[src/rtl/trigger_sequencer.sv]
// rtl/trigger_sequencer.sv - multi-stage value/edge trigger with per-stage post-match delay
//
// Evaluates a chain of value/edge conditions on valid samples, in order, and
// raises run once the last programmed stage has matched and its delay expired.
//
// Ports:
//   clock          system clock, rising edge
//   reset_n        asynchronous active-low reset (clears config as well)
//   load_trigs     config write strobe, ignored while arm=1
//   cfg_addr       {stage index, field[2:0]}
//   cfg_data       config word, LSBs used
//   arm            level; 1 evaluates samples, 0 returns to idle
//   valid          sample qualifier
//   dataIn         sample data
//   run            trigger fired; sticky while arm stays 1
//   armed          1 while stages are being evaluated or a delay is counting
//   current_stage  index of the stage being evaluated
module trigger_sequencer #(
  parameter int SAMPLE_WIDTH = 8,
  parameter int NUM_STAGES   = 4,
  parameter int DELAY_WIDTH  = 16
) (
  input  logic                            clock,
  input  logic                            reset_n,
  input  logic                            load_trigs,
  input  logic [$clog2(NUM_STAGES)+2:0]   cfg_addr,
  input  logic [31:0]                     cfg_data,
  input  logic                            arm,
  input  logic                            valid,
  input  logic [SAMPLE_WIDTH-1:0]         dataIn,
  output logic                            run,
  output logic                            armed,
  output logic [$clog2(NUM_STAGES)-1:0]   current_stage
);

  localparam int SW = $clog2(NUM_STAGES);

  typedef enum logic [1:0] {
    IDLE  = 2'd0,
    STAGE = 2'd1,
    DELAY = 2'd2,
    FIRED = 2'd3
  } state_t;

  state_t                  state;
  logic [SAMPLE_WIDTH-1:0] value_mask [NUM_STAGES];
  logic [SAMPLE_WIDTH-1:0] value_cfg  [NUM_STAGES];
  logic [SAMPLE_WIDTH-1:0] rise_mask  [NUM_STAGES];
  logic [SAMPLE_WIDTH-1:0] fall_mask  [NUM_STAGES];
  logic [DELAY_WIDTH-1:0]  delay_cfg  [NUM_STAGES];
  logic [SW-1:0]           last_stage;

  logic [SAMPLE_WIDTH-1:0] prev;
  logic                    prev_ok;
  logic                    arm_d;
  logic [DELAY_WIDTH-1:0]  cnt;

  logic [SW-1:0]           cfg_stage;
  logic [2:0]              cfg_field;
  logic                    unused_cfg;

  assign cfg_stage  = cfg_addr[SW+2:3];
  assign cfg_field  = cfg_addr[2:0];
  assign unused_cfg = ^cfg_data;

  // Configuration registers; frozen while a capture is armed.
  always_ff @(posedge clock or negedge reset_n) begin
    if (!reset_n) begin
      for (int s = 0; s < NUM_STAGES; s++) begin
        value_mask[s] <= '0;
        value_cfg[s]  <= '0;
        rise_mask[s]  <= '0;
        fall_mask[s]  <= '0;
        delay_cfg[s]  <= '0;
      end
      last_stage <= SW'(NUM_STAGES - 1);
    end else if (load_trigs && !arm) begin
      case (cfg_field)
        3'd0: value_mask[cfg_stage] <= cfg_data[SAMPLE_WIDTH-1:0];
        3'd1: value_cfg[cfg_stage]  <= cfg_data[SAMPLE_WIDTH-1:0];
        3'd2: rise_mask[cfg_stage]  <= cfg_data[SAMPLE_WIDTH-1:0];
        3'd3: fall_mask[cfg_stage]  <= cfg_data[SAMPLE_WIDTH-1:0];
        3'd4: delay_cfg[cfg_stage]  <= cfg_data[DELAY_WIDTH-1:0];
        3'd7: begin
          if (cfg_data > 32'(NUM_STAGES - 1))
            last_stage <= SW'(NUM_STAGES - 1);
          else
            last_stage <= cfg_data[SW-1:0];
        end
        default: ;
      endcase
    end
  end

  // Stage match for the stage currently selected.
  logic [SAMPLE_WIDTH-1:0] rises, falls, rm, fm;
  logic                    value_ok, rise_ok, fall_ok, match;
  logic [DELAY_WIDTH-1:0]  stage_delay;

  assign rm          = rise_mask[current_stage];
  assign fm          = fall_mask[current_stage];
  assign stage_delay = delay_cfg[current_stage];
  assign rises       = ~prev & dataIn;
  assign falls       = prev & ~dataIn;
  assign value_ok    = ((dataIn ^ value_cfg[current_stage]) & value_mask[current_stage]) == '0;
  // Edge terms are false until a previous sample exists, so any set edge bit blocks the match.
  assign rise_ok     = (rm == '0) || (prev_ok && ((rm & ~rises) == '0));
  assign fall_ok     = (fm == '0) || (prev_ok && ((fm & ~falls) == '0));
  assign match       = valid && value_ok && rise_ok && fall_ok;

  always_ff @(posedge clock or negedge reset_n) begin
    if (!reset_n) begin
      state         <= IDLE;
      run           <= 1'b0;
      armed         <= 1'b0;
      current_stage <= '0;
      cnt           <= '0;
      prev          <= '0;
      prev_ok       <= 1'b0;
      arm_d         <= 1'b0;
    end else begin
      arm_d <= arm;
      if (!arm) begin
        state         <= IDLE;
        run           <= 1'b0;
        armed         <= 1'b0;
        current_stage <= '0;
        cnt           <= '0;
        prev_ok       <= 1'b0;
      end else begin
        case (state)
          IDLE: begin
            // Only a fresh 0->1 arm starts a capture; a held arm after FIRED does not.
            if (!arm_d) begin
              state         <= STAGE;
              armed         <= 1'b1;
              current_stage <= '0;
              prev_ok       <= 1'b0;
            end
          end
          STAGE: begin
            if (valid) begin
              prev    <= dataIn;
              prev_ok <= 1'b1;
              if (match) begin
                if (stage_delay != '0) begin
                  state <= DELAY;
                  cnt   <= stage_delay;
                end else if (current_stage == last_stage) begin
                  state <= FIRED;
                  run   <= 1'b1;
                  armed <= 1'b0;
                end else begin
                  current_stage <= current_stage + SW'(1);
                end
              end
            end
          end
          DELAY: begin
            if (valid) begin
              prev    <= dataIn;
              prev_ok <= 1'b1;
              cnt     <= cnt - DELAY_WIDTH'(1);
              if (cnt == DELAY_WIDTH'(1)) begin
                if (current_stage == last_stage) begin
                  state <= FIRED;
                  run   <= 1'b1;
                  armed <= 1'b0;
                end else begin
                  // Re-entering STAGE: edge history restarts from the next valid sample.
                  state         <= STAGE;
                  current_stage <= current_stage + SW'(1);
                  prev_ok       <= 1'b0;
                end
              end
            end
          end
          FIRED: ;
          default: state <= IDLE;
        endcase
      end
    end
  end

endmodule
[config.mk]
export PLATFORM = sky130hd
export DESIGN_NAME = trigger_sequencer
export DESIGN_NICKNAME = d
export VERILOG_FILES = /design/src/rtl/trigger_sequencer.sv
export SDC_FILE = /design/constraint.sdc
export NUM_CORES = 1
export LEC_CHECK = 0
export CELL_PAD_IN_SITES_DETAIL_PLACEMENT = 0
export CELL_PAD_IN_SITES_GLOBAL_PLACEMENT = 1
export CORE_MARGIN = 1.5
export CORE_UTILIZATION = 50
export DETAILED_ROUTE_END_ITERATION = 6
export PLACE_DENSITY = 0.9
export SLEW_MARGIN = 20
export SYNTH_ARGS = -nofsm -noshare
export SYNTH_HDL_FRONTEND = slang
export SYNTH_SLANG_ARGS = --single-unit
export TNS_END_PERCENT = 100
[constraint.sdc]
create_clock -name clock -period 3.9 [get_ports clock]
set_input_delay 0.78 -clock clock [delete_from_list [all_inputs] [get_ports clock]]
set_output_delay 0.78 -clock clock [all_outputs]
set_load 0.01 [all_outputs]
Word level (Yosys, flattened, before mapping)
Index checks and enable logic that the tools add are counted.

storage, ports and cells
  output and inout bits = 4
  input bits = 50
  logic and storage cells = 171
  bits in writable memories = 0
  register bits after elaboration = 226
  memory bits (read-only) = 0
  memories = 0
  latch bits = 0

cells by class
  $mul = 0
  bitwise gates (word level) = 12
  order comparisons = 4
  add/subtract/negate cells = 2
  equality and inequality tests = 19
  shifts and indexed selects = 0
  muxes and demuxes = 74
  reductions and logical operators = 31
  div/mod/pow operators = 0

operators by type and width
  kind                                                             number
  bitwise mux 32 bit                                               4
  two-way mux 16 bit                                               8
  two-way mux 8 bit                                                9
  binary-select mux 8 bit (select 2 bit)                           4
  bitwise mux 64 bit                                               1
  AND 8 bit                                                        5
  zero test 8 bit                                                  5
  two-way mux 2 bit                                                18
  binary-select mux 16 bit (select 2 bit)                          1
  demux 16 bit (select 2 bit)                                      1
  greater-than comparator 32 x 2 -> 1 bit (second input constant)  1
  inverter 8 bit                                                   4
  case mux 16 bit (2 select lines)                                 1
  two-way mux 1 bit                                                21
  != test 3 bit (second input constant)                            7
  demux 8 bit (select 2 bit)                                       1
  == test 16 x 1 -> 1 bit (second input constant)                  1
  nonzero test 16 bit                                              1
  subtractor 16 x 1 -> 16 bit (second input constant)              1
  AND reduction 7 bit                                              2
  case mux 2 bit (3 select lines)                                  2
  AND reduction 2 bit                                              6
  XOR 8 bit                                                        1
  logical AND 1 bit                                                7
  24 further kinds                                                 30

Longest topological paths before layout
Gate-level depths: netlist of run 1.

  depth after elaboration = 14
  depth in mapped cells = 11

Worst setup path before layout of run 1
OpenSTA, ideal clock, no wires.

  kind = input to register
  from = input port dataIn[0]
  to = register state[1]
  setup slack = 1.025 ns
  required time = 3.778 ns
  stages on the path = 9
  data arrival time = 2.753 ns
  cell sequence = clkbuf_1 > xor2_1 > a222oi_1 > nand3_1 > a221oi_1 > o2111ai_2 > and2_4 > a211o_1 > a32o_1

between the ends
  longest elaborated chain between the ends = 10

RTL lines
  element                                                line      source
  start, declared                                        30        input logic [SAMPLE_WIDTH-1:0] dataIn,
  AND 8 bit or inverter 8 bit (tied branches)            103, 104
  inverter 8 bit or AND 8 bit (tied branches)            107, 104
  AND 8 bit or inverter 8 bit (tied branches)            107, 108
  zero test 8 bit or AND 8 bit (tied branches)           107, 108
  logical AND 1 bit or zero test 8 bit (tied branches)   107, 108
  logical OR 1 bit or logical AND 1 bit (tied branches)  107, 108
  logical AND 1 bit or logical OR 1 bit (tied branches)  109, 108
  logical AND 1 bit (*)                                  109       assign match = valid && value_ok && rise_ok && fall_ok;
  != test 3 bit (no line) (*)                            -
  AND reduction 7 bit (no line) (*)                      -
  end signal, assigned                                   113       state <= IDLE;
  end signal, assigned                                   124       state <= IDLE;
  end signal, assigned                                   135       state <= STAGE;
  end, declared                                          45        state_t state;

Mark *: on every way between the ends. The rest lies on a longest branch, timed or not.
A chain may end at the register's enable or synchronous reset.

Worst setup path after layout of run 1
  from = register current_stage[0]
  to = register cnt[14]

between the ends
  longest elaborated chain between the ends = 12

RTL lines
  element                                                    line      source
  start, declared                                            33        output logic [$clog2(NUM_STAGES)-1:0] current_stage
  start signal, assigned                                     154       current_stage <= current_stage + SW'(1);
  start signal, assigned                                     172       current_stage <= current_stage + SW'(1);
  inverter 2 -> 3 bit (implied by the code) (*)              -
  binary-select mux 8 bit (select 2 bit) (on tied branches)  105, 100
  two-way mux 8 bit (on tied branches) (2 in series)         105, 100
  XOR 8 bit or AND 8 bit (tied branches)                     105, 107
  AND 8 bit or zero test 8 bit (tied branches)               105, 107
  zero test 8 bit or logical AND 1 bit (tied branches)       105, 107
  logical AND 1 bit or logical OR 1 bit (tied branches)      109, 107
  logical AND 1 bit (2 in series)                            109
  != test 3 bit (no line)                                    -
  AND reduction 5 bit (no line)                              -
  end signal, assigned                                       148       cnt <= stage_delay;
  end signal, assigned                                       163       cnt <= cnt - DELAY_WIDTH'(1);
  end, declared                                              56        logic [DELAY_WIDTH-1:0] cnt;

Mark *: on every way between the ends. The rest lies on a longest branch, timed or not. The select of a mux whose other input is x is not followed.

==> flow_summary.yaml, run 1 <==
run_status:
  status: "finished clean"
clocking:
  cts_max_level: 1
  cts_made_buffers: 24
  clock_latency_ns: 0.53
  postCtsSetupRepairBufs: 0
  cts_tree: "built"
  clk_pin_slew_ns: 0.06
  clock_path_buffers: 3
  ctsResizeCount: 0
  clock-sinks: 226
  holdBufCountCts: 0
  cts-root-buf: "clkbuf_16"
logic_synthesis:
  netlist.area_leader.share_pct: 51.37
  ys.flop_type: "dfrtp_1"
  synth_top_area_cell: "dfrtp_1"
  synthesis.nets: 904
  synth-edff-count: 0
  synthTopCellsByCount: "224 x dfrtp_1, 199 x mux2_2, 44 x clkbuf_1, 35 x nand2_1"
  yosysMostFrequentCell: "dfrtp_1"
  syn_area_per_cell_um2: 12.85
  synth_area_leaders: "dfrtp_1 51%, mux2_2 21%, mux4_2 6.2%"
  yosys_warnings: 0
  synthArstFlopShare_pct: 100.0
  synthCells: 849
  ys_seq_elements: 226
  syn_area_um2: 10910
  yosysUniqueCellTypes: 60
  synth-seq-area-share_pct: 51.85
worst_setup_path:
  cp-start-kind: "register"
  r2r_cells: 10
  cp_max_fo: 20
  arrival_ns: 3.85
  path_class: "register to register"
  crit-reg2reg-launch: "current_stage[0]"
  reg2reg_to: "cnt[14]"
  required_ns: 4.30
  worstSetupEndpointType: "register"
  r2r_slack_ns: 0.45
floorplanning:
  die_h_um: 150.7
  dieArea_um2: 22720
  die_w_um: 150.7
  core_um2: 21220
  num_rows: 53
  ios: 54
  start_util_pct: 51.42
placed_design:
  place_ws_ns: 0.2361
  dp_hpwl_mm: 17.39
  portBuffers: 53
  place.gp.congestion: 0.8692
sta:
  worstMarginPinSlew_ns: 0.9875
  max_freq_mhz: 289.5
  fin_crit_ns: 3.455
  setup_violations: 0
  skew_ns: 0.02588
  tns_ns: 0
  slew_viol_final: 0
  rsz0062_at_grt: "false"
  finalWorstSetupSlack_ns: 0.4454
  hold_violations: 0
  period_share_pct: 88.58
  relSlewSlack_pct: 33.96
drt:
  dr.pass1.iters: 5
  drt_iter0_markers: 435
  wl_per_cell_um: 21.78
  routed_via_density: 6.047
  ant_nets: 0
  via_count: 7208
  wirelength_mm: 25.96
  post-route-drc-count: 0
run:
  cap_violations: 0
cells_and_area:
  nets: 955
  areaGrowthSynthToFinish_pct: 15.29
  diodes: 0
  drive_above_1_share_pct: 33.70
  finalCoreUtilization_pct: 59.28
power:
  power.leakage_nw: 5.683
  total_power_mw: 6.847
  power.density_nw_per_um2: 544.3
  peakVddDrop_uv: 422.5
grt:
  grt_max_degree: 109
  antenna_found_initial: 0
  grt_pass1_vias: 7602
  grt_pass1_wl_mm: 41.86
  grt_use_total_pct: 23.82
  grt-ovfl-total: 0
hold_path:
  hold_path_class: "primary input to asynchronous set/reset pin"
-- cells by family (layout without fill, tap and decap cells) --
logic type | count (synthesis) | in the layout | synth area share (%)
mux | 246 | 246 | 28.29
compound gates | 96 | 96 | 5.963
buf+inv | 75 | 143 | 2.809
fa+ha+maj | 5 | 5 | 0.5733
xor+xnor | 30 | 30 | 2.408
flops | 226 | 226 | 51.85
simple gates | 171 | 171 | 8.107
-- where the power goes --
group          switching (mW)  internal [mW]
sequential              0.268           2.71
combinational           0.840          0.795
clock                   0.927           1.31
-- through the flow --
| step | instance area, µm² | std cells | hold WS (ns) |
|---|---|---|---|
| detailed placement | 11800 | 1149 | 0.4856 |
| global route | 12580 | 1192 | 0.4110 |
| finish | 12580 | 1192 | 0.3411 |
| global placement | 11800 | 1149 | 0.4810 |
| floorplan | 10910 | 849 | 0.4570 |
| CTS | 12580 | 1192 | 0.3758 |
-- cell type report --
type | instances | area (µm²)
fillers | 1678 | 8641
flip-flops and latches | 226 | 5660
multi-input cells | 548 | 4947
repair buffers | 80 | 775.7
clock buffers | 40 | 750.7
well taps | 275 | 344.1
inverters | 20 | 75.07
clock inverters | 3 | 26.28
-- layout by cell type (no fill, tap or decap), types with 6 or more instances in the layout --
cell type / n
nor2_1: 30
mux2_2: 199
inv_1: 19
clkbuf_1: 7
clkbuf_16: 24
xor2_1: 24
nand2_1: 35
o21ai_0: 29
o2bb2ai_1: 6
clkdlybuf4s50_1: 52
buf_4: 24
nor4_1: 20
a21oi_1: 20
xnor2_1: 6
nand2b_1: 7
nand3_1: 21
mux2i_1: 17
nand4_1: 12
mux4_2: 30
clkbuf_8: 9
nor3_1: 21
dfrtp_1: 222
-- worst max-delay path, cell delays in order, from the launching register on --
cell       delay [ns]
dfrtp_2          0.67
buf_12           0.23
mux4_2           0.58
nor4_1           0.38
nand4_1          0.18
o21ai_1          0.15
o2111ai_2        0.27
a31oi_1          0.23
buf_4            0.28
o21ai_1          0.11
a22o_1           0.23
-- worst max-delay path by stage --
stage	cells after the start	endpoint	start	slack [ns]
2_1_floorplan	9	state[1]	dataIn[0]	1.03
3_3_place_gp	10	cnt[14]	dataIn[1]	0.24
3_5_place_dp	10	cnt[14]	dataIn[1]	0.24
4_1_cts	10	cnt[10]	current_stage[0]	0.44
5_1_grt	10	cnt[15]	current_stage[0]	0.26
6_report	10	cnt[14]	current_stage[0]	0.45
-- registers in the layout, summed over array words and instances, names as in the netlist --
name	cells
prev_ok	1
prev	8
arm_d	1
value_mask	32
current_stage	2
armed	1
rise_mask	32
delay_cfg	64
last_stage	2
cnt	16
value_cfg	32
fall_mask	32
run	1
state	2
-- layer usage --
| metal | routed length [µm] | global-route usage [%] |
|---|---|---|
| met3 | 1271 | 3.152 |
| met2 | 12300 | 38.31 |
| met4 | 710 | 7.524 |
| met5 | 0 | 0 |
| met1 | 11670 | 33.68 |
No activity file was read; power rests on OpenSTA's default activity.
==> inputs of run 2 (changes only) <==
Settings changed: CAP_MARGIN set to 20.
==> results of run 2 <==
Same layout as run 1: the final DEF is identical, and so are final timing and power.
